===== src/rtl/bus_regbank_if.sv =====
// Bus, register-select and memory-read handshake signals of bus_regbank.
// The master side drives the controls; the slave side is the register bank.
interface bus_regbank_if #(
  parameter int WIDTH = 32,
  parameter int NREG  = 16
);
  localparam int SELW = $clog2(NREG);

  logic [NREG-1:0]  reg_out;
  logic             mdr_out;
  logic             ext_out;
  logic [WIDTH-1:0] ext_data;
  logic [NREG-1:0]  reg_in;
  logic             mdr_in;
  logic             rd_start;
  logic             mem_req;
  logic             mem_ack;
  logic [WIDTH-1:0] mem_rdata;
  logic             mdr_busy;
  logic             mdr_done;
  logic             mem_err;
  logic             bus_conflict;
  logic             flag_clr;
  logic [WIDTH-1:0] bus;
  logic [SELW-1:0]  dbg_sel;
  logic [WIDTH-1:0] dbg_q;

  modport master (
    output reg_out, mdr_out, ext_out, ext_data, reg_in, mdr_in, rd_start,
           mem_ack, mem_rdata, flag_clr, dbg_sel,
    input  mem_req, mdr_busy, mdr_done, mem_err, bus_conflict, bus, dbg_q
  );

  modport slave (
    input  reg_out, mdr_out, ext_out, ext_data, reg_in, mdr_in, rd_start,
           mem_ack, mem_rdata, flag_clr, dbg_sel,
    output mem_req, mdr_busy, mdr_done, mem_err, bus_conflict, bus, dbg_q
  );
endinterface


===== src/rtl/bus_regbank.sv =====
// Shared-bus register bank with an MDR that can be filled by a timed memory read.
// Define BUS_REGBANK_R0_ZERO_EN to make register 0 a hard-wired zero.
module bus_regbank #(
  parameter int WIDTH   = 32,
  parameter int NREG    = 16,
  parameter int TIMEOUT = 15
) (
  input  logic          clk,
  input  logic          clr,
  bus_regbank_if.slave  bif
);

`ifdef BUS_REGBANK_R0_ZERO_EN
  localparam bit R0_ZERO = 1'b1;
`else
  localparam bit R0_ZERO = 1'b0;
`endif

  localparam int         SELW    = $clog2(NREG);
  localparam int         NSRC    = NREG + 2;
  localparam logic [7:0] TO_LAST = 8'(TIMEOUT - 1);

  typedef enum logic [1:0] {S_IDLE, S_WAIT, S_DONE} state_t;

  logic [WIDTH-1:0] r_regs [NREG];
  logic [WIDTH-1:0] r_mdr;
  state_t           r_state;
  logic [7:0]       r_cnt;
  logic             r_mem_req;
  logic             r_busy;
  logic             r_done;
  logic             r_err;
  logic             r_conflict;

  logic [WIDTH-1:0] w_view [NREG];
  logic [WIDTH-1:0] w_bus;
  logic [WIDTH-1:0] w_dbg;
  logic [NSRC-1:0]  w_src;
  logic             w_multi;
  logic             w_timeout;

  always_comb begin
    for (int k = 0; k < NREG; k++) begin
      w_view[k] = (R0_ZERO && k == 0) ? '0 : r_regs[k];
    end
  end

  // Lowest-index source wins: later assignments override earlier ones.
  always_comb begin
    w_bus = '0;
    if (bif.ext_out) w_bus = bif.ext_data;
    if (bif.mdr_out) w_bus = r_mdr;
    for (int k = NREG - 1; k >= 0; k--) begin
      if (bif.reg_out[k]) w_bus = w_view[k];
    end
  end

  assign w_src   = {bif.ext_out, bif.mdr_out, bif.reg_out};
  assign w_multi = (w_src & (w_src - NSRC'(1))) != '0;

  always_comb begin
    w_dbg = '0;
    for (int k = 0; k < NREG; k++) begin
      if (bif.dbg_sel == SELW'(k)) w_dbg = w_view[k];
    end
  end

  // A register that both drives and loads keeps its value.
  always_ff @(posedge clk or posedge clr) begin
    if (clr) begin
      for (int k = 0; k < NREG; k++) r_regs[k] <= '0;
    end else begin
      for (int k = 0; k < NREG; k++) begin
        if (bif.reg_in[k] && !bif.reg_out[k] && !(R0_ZERO && k == 0))
          r_regs[k] <= w_bus;
      end
    end
  end

  assign w_timeout = (r_state == S_WAIT) && !bif.mem_ack && (r_cnt == TO_LAST);

  always_ff @(posedge clk or posedge clr) begin
    if (clr) begin
      r_state   <= S_IDLE;
      r_cnt     <= '0;
      r_mem_req <= 1'b0;
      r_busy    <= 1'b0;
      r_done    <= 1'b0;
      r_mdr     <= '0;
    end else begin
      r_done <= 1'b0;
      case (r_state)
        S_IDLE: begin
          if (bif.rd_start) begin
            r_state   <= S_WAIT;
            r_cnt     <= '0;
            r_mem_req <= 1'b1;
            r_busy    <= 1'b1;
          end else if (bif.mdr_in) begin
            r_mdr <= w_bus;
          end
        end
        S_WAIT: begin
          if (bif.mem_ack) begin
            r_mdr     <= bif.mem_rdata;
            r_state   <= S_DONE;
            r_mem_req <= 1'b0;
            r_busy    <= 1'b0;
            r_done    <= 1'b1;
          end else if (w_timeout) begin
            r_state   <= S_IDLE;
            r_mem_req <= 1'b0;
            r_busy    <= 1'b0;
          end else begin
            r_cnt <= r_cnt + 8'd1;
          end
        end
        S_DONE: begin
          if (bif.rd_start) begin
            r_state   <= S_WAIT;
            r_cnt     <= '0;
            r_mem_req <= 1'b1;
            r_busy    <= 1'b1;
          end else begin
            r_state <= S_IDLE;
          end
        end
        default: begin
          r_state   <= S_IDLE;
          r_mem_req <= 1'b0;
          r_busy    <= 1'b0;
        end
      endcase
    end
  end

  // Sticky flags: a new set event takes priority over flag_clr.
  always_ff @(posedge clk or posedge clr) begin
    if (clr) begin
      r_err      <= 1'b0;
      r_conflict <= 1'b0;
    end else begin
      r_err      <= w_timeout | (r_err & ~bif.flag_clr);
      r_conflict <= w_multi | (r_conflict & ~bif.flag_clr);
    end
  end

  assign bif.bus          = w_bus;
  assign bif.dbg_q        = w_dbg;
  assign bif.mem_req      = r_mem_req;
  assign bif.mdr_busy     = r_busy;
  assign bif.mdr_done     = r_done;
  assign bif.mem_err      = r_err;
  assign bif.bus_conflict = r_conflict;

endmodule


===== src/flat_wrapper.sv =====
// flat-port wrapper written by rule: the top's interface ports become plain ports
module bus_regbank_flat 
#(
  parameter int WIDTH   = 32,
  parameter int NREG    = 16,
  parameter int TIMEOUT = 15
)
  (clk, clr, bif_reg_out, bif_mdr_out, bif_ext_out, bif_ext_data, bif_reg_in, bif_mdr_in, bif_rd_start, bif_mem_ack, bif_mem_rdata, bif_flag_clr, bif_dbg_sel, bif_mem_req, bif_mdr_busy, bif_mdr_done, bif_mem_err, bif_bus_conflict, bif_bus, bif_dbg_q);
  bus_regbank_if #(.WIDTH(WIDTH), .NREG(NREG)) bif_i ();
  input  logic clk;
  input  logic clr;
  input wire logic [$bits(bif_i.reg_out)-1:0] bif_reg_out;
  input wire logic [$bits(bif_i.mdr_out)-1:0] bif_mdr_out;
  input wire logic [$bits(bif_i.ext_out)-1:0] bif_ext_out;
  input wire logic [$bits(bif_i.ext_data)-1:0] bif_ext_data;
  input wire logic [$bits(bif_i.reg_in)-1:0] bif_reg_in;
  input wire logic [$bits(bif_i.mdr_in)-1:0] bif_mdr_in;
  input wire logic [$bits(bif_i.rd_start)-1:0] bif_rd_start;
  input wire logic [$bits(bif_i.mem_ack)-1:0] bif_mem_ack;
  input wire logic [$bits(bif_i.mem_rdata)-1:0] bif_mem_rdata;
  input wire logic [$bits(bif_i.flag_clr)-1:0] bif_flag_clr;
  input wire logic [$bits(bif_i.dbg_sel)-1:0] bif_dbg_sel;
  output wire logic [$bits(bif_i.mem_req)-1:0] bif_mem_req;
  output wire logic [$bits(bif_i.mdr_busy)-1:0] bif_mdr_busy;
  output wire logic [$bits(bif_i.mdr_done)-1:0] bif_mdr_done;
  output wire logic [$bits(bif_i.mem_err)-1:0] bif_mem_err;
  output wire logic [$bits(bif_i.bus_conflict)-1:0] bif_bus_conflict;
  output wire logic [$bits(bif_i.bus)-1:0] bif_bus;
  output wire logic [$bits(bif_i.dbg_q)-1:0] bif_dbg_q;
  assign bif_i.reg_out = bif_reg_out;
  assign bif_i.mdr_out = bif_mdr_out;
  assign bif_i.ext_out = bif_ext_out;
  assign bif_i.ext_data = bif_ext_data;
  assign bif_i.reg_in = bif_reg_in;
  assign bif_i.mdr_in = bif_mdr_in;
  assign bif_i.rd_start = bif_rd_start;
  assign bif_i.mem_ack = bif_mem_ack;
  assign bif_i.mem_rdata = bif_mem_rdata;
  assign bif_i.flag_clr = bif_flag_clr;
  assign bif_i.dbg_sel = bif_dbg_sel;
  assign bif_mem_req = bif_i.mem_req;
  assign bif_mdr_busy = bif_i.mdr_busy;
  assign bif_mdr_done = bif_i.mdr_done;
  assign bif_mem_err = bif_i.mem_err;
  assign bif_bus_conflict = bif_i.bus_conflict;
  assign bif_bus = bif_i.bus;
  assign bif_dbg_q = bif_i.dbg_q;
  bus_regbank #(.WIDTH(WIDTH), .NREG(NREG), .TIMEOUT(TIMEOUT)) u_core (.clk(clk), .clr(clr), .bif(bif_i));
endmodule

===== config.mk =====
export PLATFORM = sky130hd
export DESIGN_NAME = bus_regbank_flat
export DESIGN_NICKNAME = d
export VERILOG_FILES = /design/src/rtl/bus_regbank_if.sv /design/src/rtl/bus_regbank.sv /design/src/flat_wrapper.sv
export SDC_FILE = /design/constraint.sdc
export NUM_CORES = 2
export LEC_CHECK = 0
export CAP_MARGIN = 20
export CELL_PAD_IN_SITES_DETAIL_PLACEMENT = 1
export CELL_PAD_IN_SITES_GLOBAL_PLACEMENT = 2
export CORE_MARGIN = 4
export CORE_UTILIZATION = 39
export CTS_CLUSTER_SIZE = 30
export DETAILED_ROUTE_END_ITERATION = 10
export HOLD_SLACK_MARGIN = 0.12
export PLACE_DENSITY_LB_ADDON = 0.1
export SLEW_MARGIN = 20
export SYNTH_ARGS = -nofsm -noshare
export SYNTH_HDL_FRONTEND = slang
export SYNTH_SLANG_ARGS = --single-unit

===== constraint.sdc =====
create_clock -name clk -period 45.9 [get_ports clk]
set_input_delay 13.77 -clock clk [delete_from_list [all_inputs] [get_ports clk]]
set_output_delay 13.77 -clock clk [all_outputs]
set_load 0.005 [all_outputs]

==> flow_summary.toml <==
[sta]
slew_headroom_pct = 21.6
timing.fmax_ghz = 0.0313
setup_viol = 0
finalMaxSlewViolations = 0
finalClockSkew_ns = 0.0217
worstMarginPinSlew_ns = 1.17
fin_setup_tns_ns = 0
period_share_pct = 69.6
finalHoldViolCount = 0
rsz0062_at_grt = "no"
layout_min_cycle_time_ns = 31.95

[die]
core_area_um2 = 77800
initial_core_util_pct = 39.6
die_w_um = 289
die_h_um = 289
dieArea_um2 = 83500
rows = 102
ioPinCount = 177

[setup_path]
cp_slowest_stage_delay_ns = 0.94
worst_setup_path_end_kind = "output port"
crit_end = "bif_dbg_q[25]"
cp.required_ns = 32.13
start_kind = "input pin"
worstPathArrival_ns = 18.18
rr_worst_depth = 5
r2r-end = "u_core.r_mdr[22]"
crit_path_frequent_cell = "buf_4"
path_cells = "clkbuf_8, buf_4, buf_4, nand2_1, nor2_2, a222oi_1, o211ai_1, o21a_1, clkdlybuf4s50_1"
r2r_slack_ns = 42.96
slowest_stage = "nor2_2"
crit_fanout = 62
r2r_start = "u_core.r_state[0]"
startpoint = "bif_dbg_sel[0]"
worstSetupPathType = "in -> out"

[routing]
avgRoutedWirePerCell_um = 32.5
finalWirelength_mm = 159
detail_route.iter0.violations = 3553
viasPerCell = 6.54
drcViolationCount = 0
ant_nets = 0
vias = 32000
firstDrtPassIters = 6

[synthesis]
ys_types = 64
async_reset_ff_share_pct = 100
synth_flop_cell = "dfrtp_1"
syn_inst = 3825
syn-cell-area_um2 = 30800
syn_nets = 3935
yosys_warnings = 0
synth_seq_area_share_pct = 45.3
synth-edff-count = 0
syn_area_per_cell_um2 = 8.05
ys_ff_latch = 558

[clock_tree]
cts_max_path_buffers = 3
cts_sinks = 558
clk_pin_slew_ns = 0.05
worstSkewPairLatency_ns = 0.62
cts_setup_buffers = 0
htree_num_levels = 3
cts-root-buf = "clkbuf_16"
cts_buffers = 69
cts-resized-gates = 0
tritoncts = "yes"
cts_hold_buf = 0

[job]
max-cap-violations = 0

[global_route]
track_usage_pct = 37.5
antenna_found_initial = 2
gr-total-overflow = 0
grt_pass1_vias = 32800
grt_pass1_wl_mm = 228
grt_start_max_net_pins = 162

[power_and_ir_drop]
p_leak_nw = 15.0
peakVddDrop_mv = 0.0248
pwr_density_cell_nw_per_um2 = 45.9
total_power_mw = 1.63

[finish]
syn2layout_area_growth_pct = 15.7
layout-drive-gt1-share_pct = 8.37
nets = 3919

[min_path]
hp-class = "reg -> reg"

[place]
dp_hpwl_mm = 96.5
port_buffers = 176
gp_congestion = 0.911

[outcome]
status = "completed"
-- flip-flops by register name (all words and copies together), names as in the netlist --
| register | flops |
|---|---|
| u_core.bif.mem_req | 1 |
| u_core.bif.mem_err | 1 |
| u_core.r_cnt | 8 |
| u_core.r_regs | 512 |
| u_core.r_mdr | 32 |
| u_core.bif.bus_conflict | 1 |
| u_core.r_state | 2 |
| u_core.bif.mdr_done | 1 |
-- power breakdown --
group / switching (mW) / total [mW] / internal, mW
clock: 0.222 / 0.539 / 0.316
sequential: 0.0950 / 0.692 / 0.597
combinational: 0.263 / 0.404 / 0.141
total: 0.580 / 1.63 / 1.05
-- layout by cell type, fill, tap and decap left out, types with 41 or more instances in the layout --
master / instances
a22oi_1: 41
nor3_1: 69
inv_1: 106
a31oi_1: 81
mux2i_1: 58
a21oi_1: 280
nand2b_1: 74
nor2_1: 177
o21ai_1: 50
nand3_1: 42
o21ai_0: 777
a221o_1: 63
nand2_1: 697
clkdlybuf4s50_1: 157
dfrtp_1: 558
clkbuf_16: 71
buf_4: 101
-- worst min path at each step --
| stage | startpoint | cells past startpoint | slack [ns] | to |
|---|---|---|---|---|
| 5_1_grt | u_core.r_regs[302] | 2 | 0.51 | u_core.r_regs[302] |
| 3_5_place_dp | u_core.r_regs[302] | 2 | 0.47 | u_core.r_regs[302] |
| 2_1_floorplan | u_core.r_regs[209] | 2 | 0.45 | u_core.r_regs[209] |
| 6_report | u_core.r_regs[302] | 2 | 0.49 | u_core.r_regs[302] |
| 4_1_cts | u_core.r_regs[302] | 2 | 0.49 | u_core.r_regs[302] |
| 3_3_place_gp | u_core.r_regs[290] | 2 | 0.46 | u_core.r_regs[290] |
-- logic make-up (layout without fill, tap and decap cells) --
logic type,after synthesis,after routing,share of synthesized area (%)
AND/OR/NAND/NOR,1169,1169,16.2
AO/OA/AOI/OAI,1526,1526,28.6
other,0,2,0
multiplexers,85,85,3.49
flip-flops,558,558,45.3
buffers and inverters,474,495,5.95
adder cells (fa/ha/maj),6,6,0.211
XOR/XNOR,7,7,0.199
-- cell type report --
cell class                 instances  area [um2]
inverter                         109         417
multi-input combinational       2793       15300
fill                            9187       42200
timing repair buffer             278        2490
sequential                       558       14000
clock buffer                      98        2000
tap                             1040        1300
clock inverter                    10         134
antenna                            2        5.00
-- per-layer routing --
metal | GRT usage [%] | vias up | share of wire, %
met1 | 48.4 | 16300 | 40
met2 | 59.5 | 1660 | 45
met4 | 22.1 | 4 | 7.0
met5 | 0 | - | 0.014
li1 | - | 13500 | -
met3 | 6.25 | 508 | 8.0
-- metrics by stage --
| step | setup slack [ns] | cells | cell area (um2) | hold WS (ns) | utilization [%] |
|---|---|---|---|---|---|
| 3_5_place_dp | 14.13 | 4777 | 33500 | 0.474 | 43.0 |
| 4_1_cts | 14.11 | 4885 | 35600 | 0.486 | 45.7 |
| 5_1_grt | 13.82 | 4886 | 35600 | 0.507 | 45.8 |
| 3_3_place_gp | 14.23 | 4777 | 33400 | 0.462 | 43.0 |
| 2_1_floorplan | 16.53 | 3825 | 30800 | 0.450 | - |
| 6_report | 13.95 | 4888 | 35600 | 0.486 | 45.8 |
-- cells in the mapped netlist (7+ instances only) --
cell,count,share of area (%)
o21ai_0,777,13
nor2_1,182,2.2
clkbuf_1,295,3.6
a221oi_1,27,0.77
a31oi_1,111,2.3
mux4_2,17,1.2
a221o_1,63,2.0
nand3_1,42,0.68
inv_1,107,1.3
nand2b_1,87,1.8
dfrtp_1,558,45
mux2_2,10,0.37
a222oi_1,9,0.29
mux2i_1,58,1.9
a21o_1,16,0.39
a21oi_1,281,4.6
nand2_1,700,8.5
o221ai_1,7,0.20
and3_1,33,0.67
nor2b_1,26,0.53
nor3_1,70,1.1
a22oi_1,41,1.0
o21ai_1,50,0.81
o22ai_1,33,0.67
o211ai_1,23,0.56
a211oi_1,26,0.63
buf_2,32,0.52
buf_1,35,0.43
a2bb2oi_1,12,0.34
o32a_1,8,0.26
-- worst max-delay path: cells and delay by family --
family                 cells  cell delay, ns
buffers and inverters      4            2.30
AND/OR/NAND/NOR            2            1.34
AO/OA/AOI/OAI              3            0.66
(Power assumes the default switching activity.)
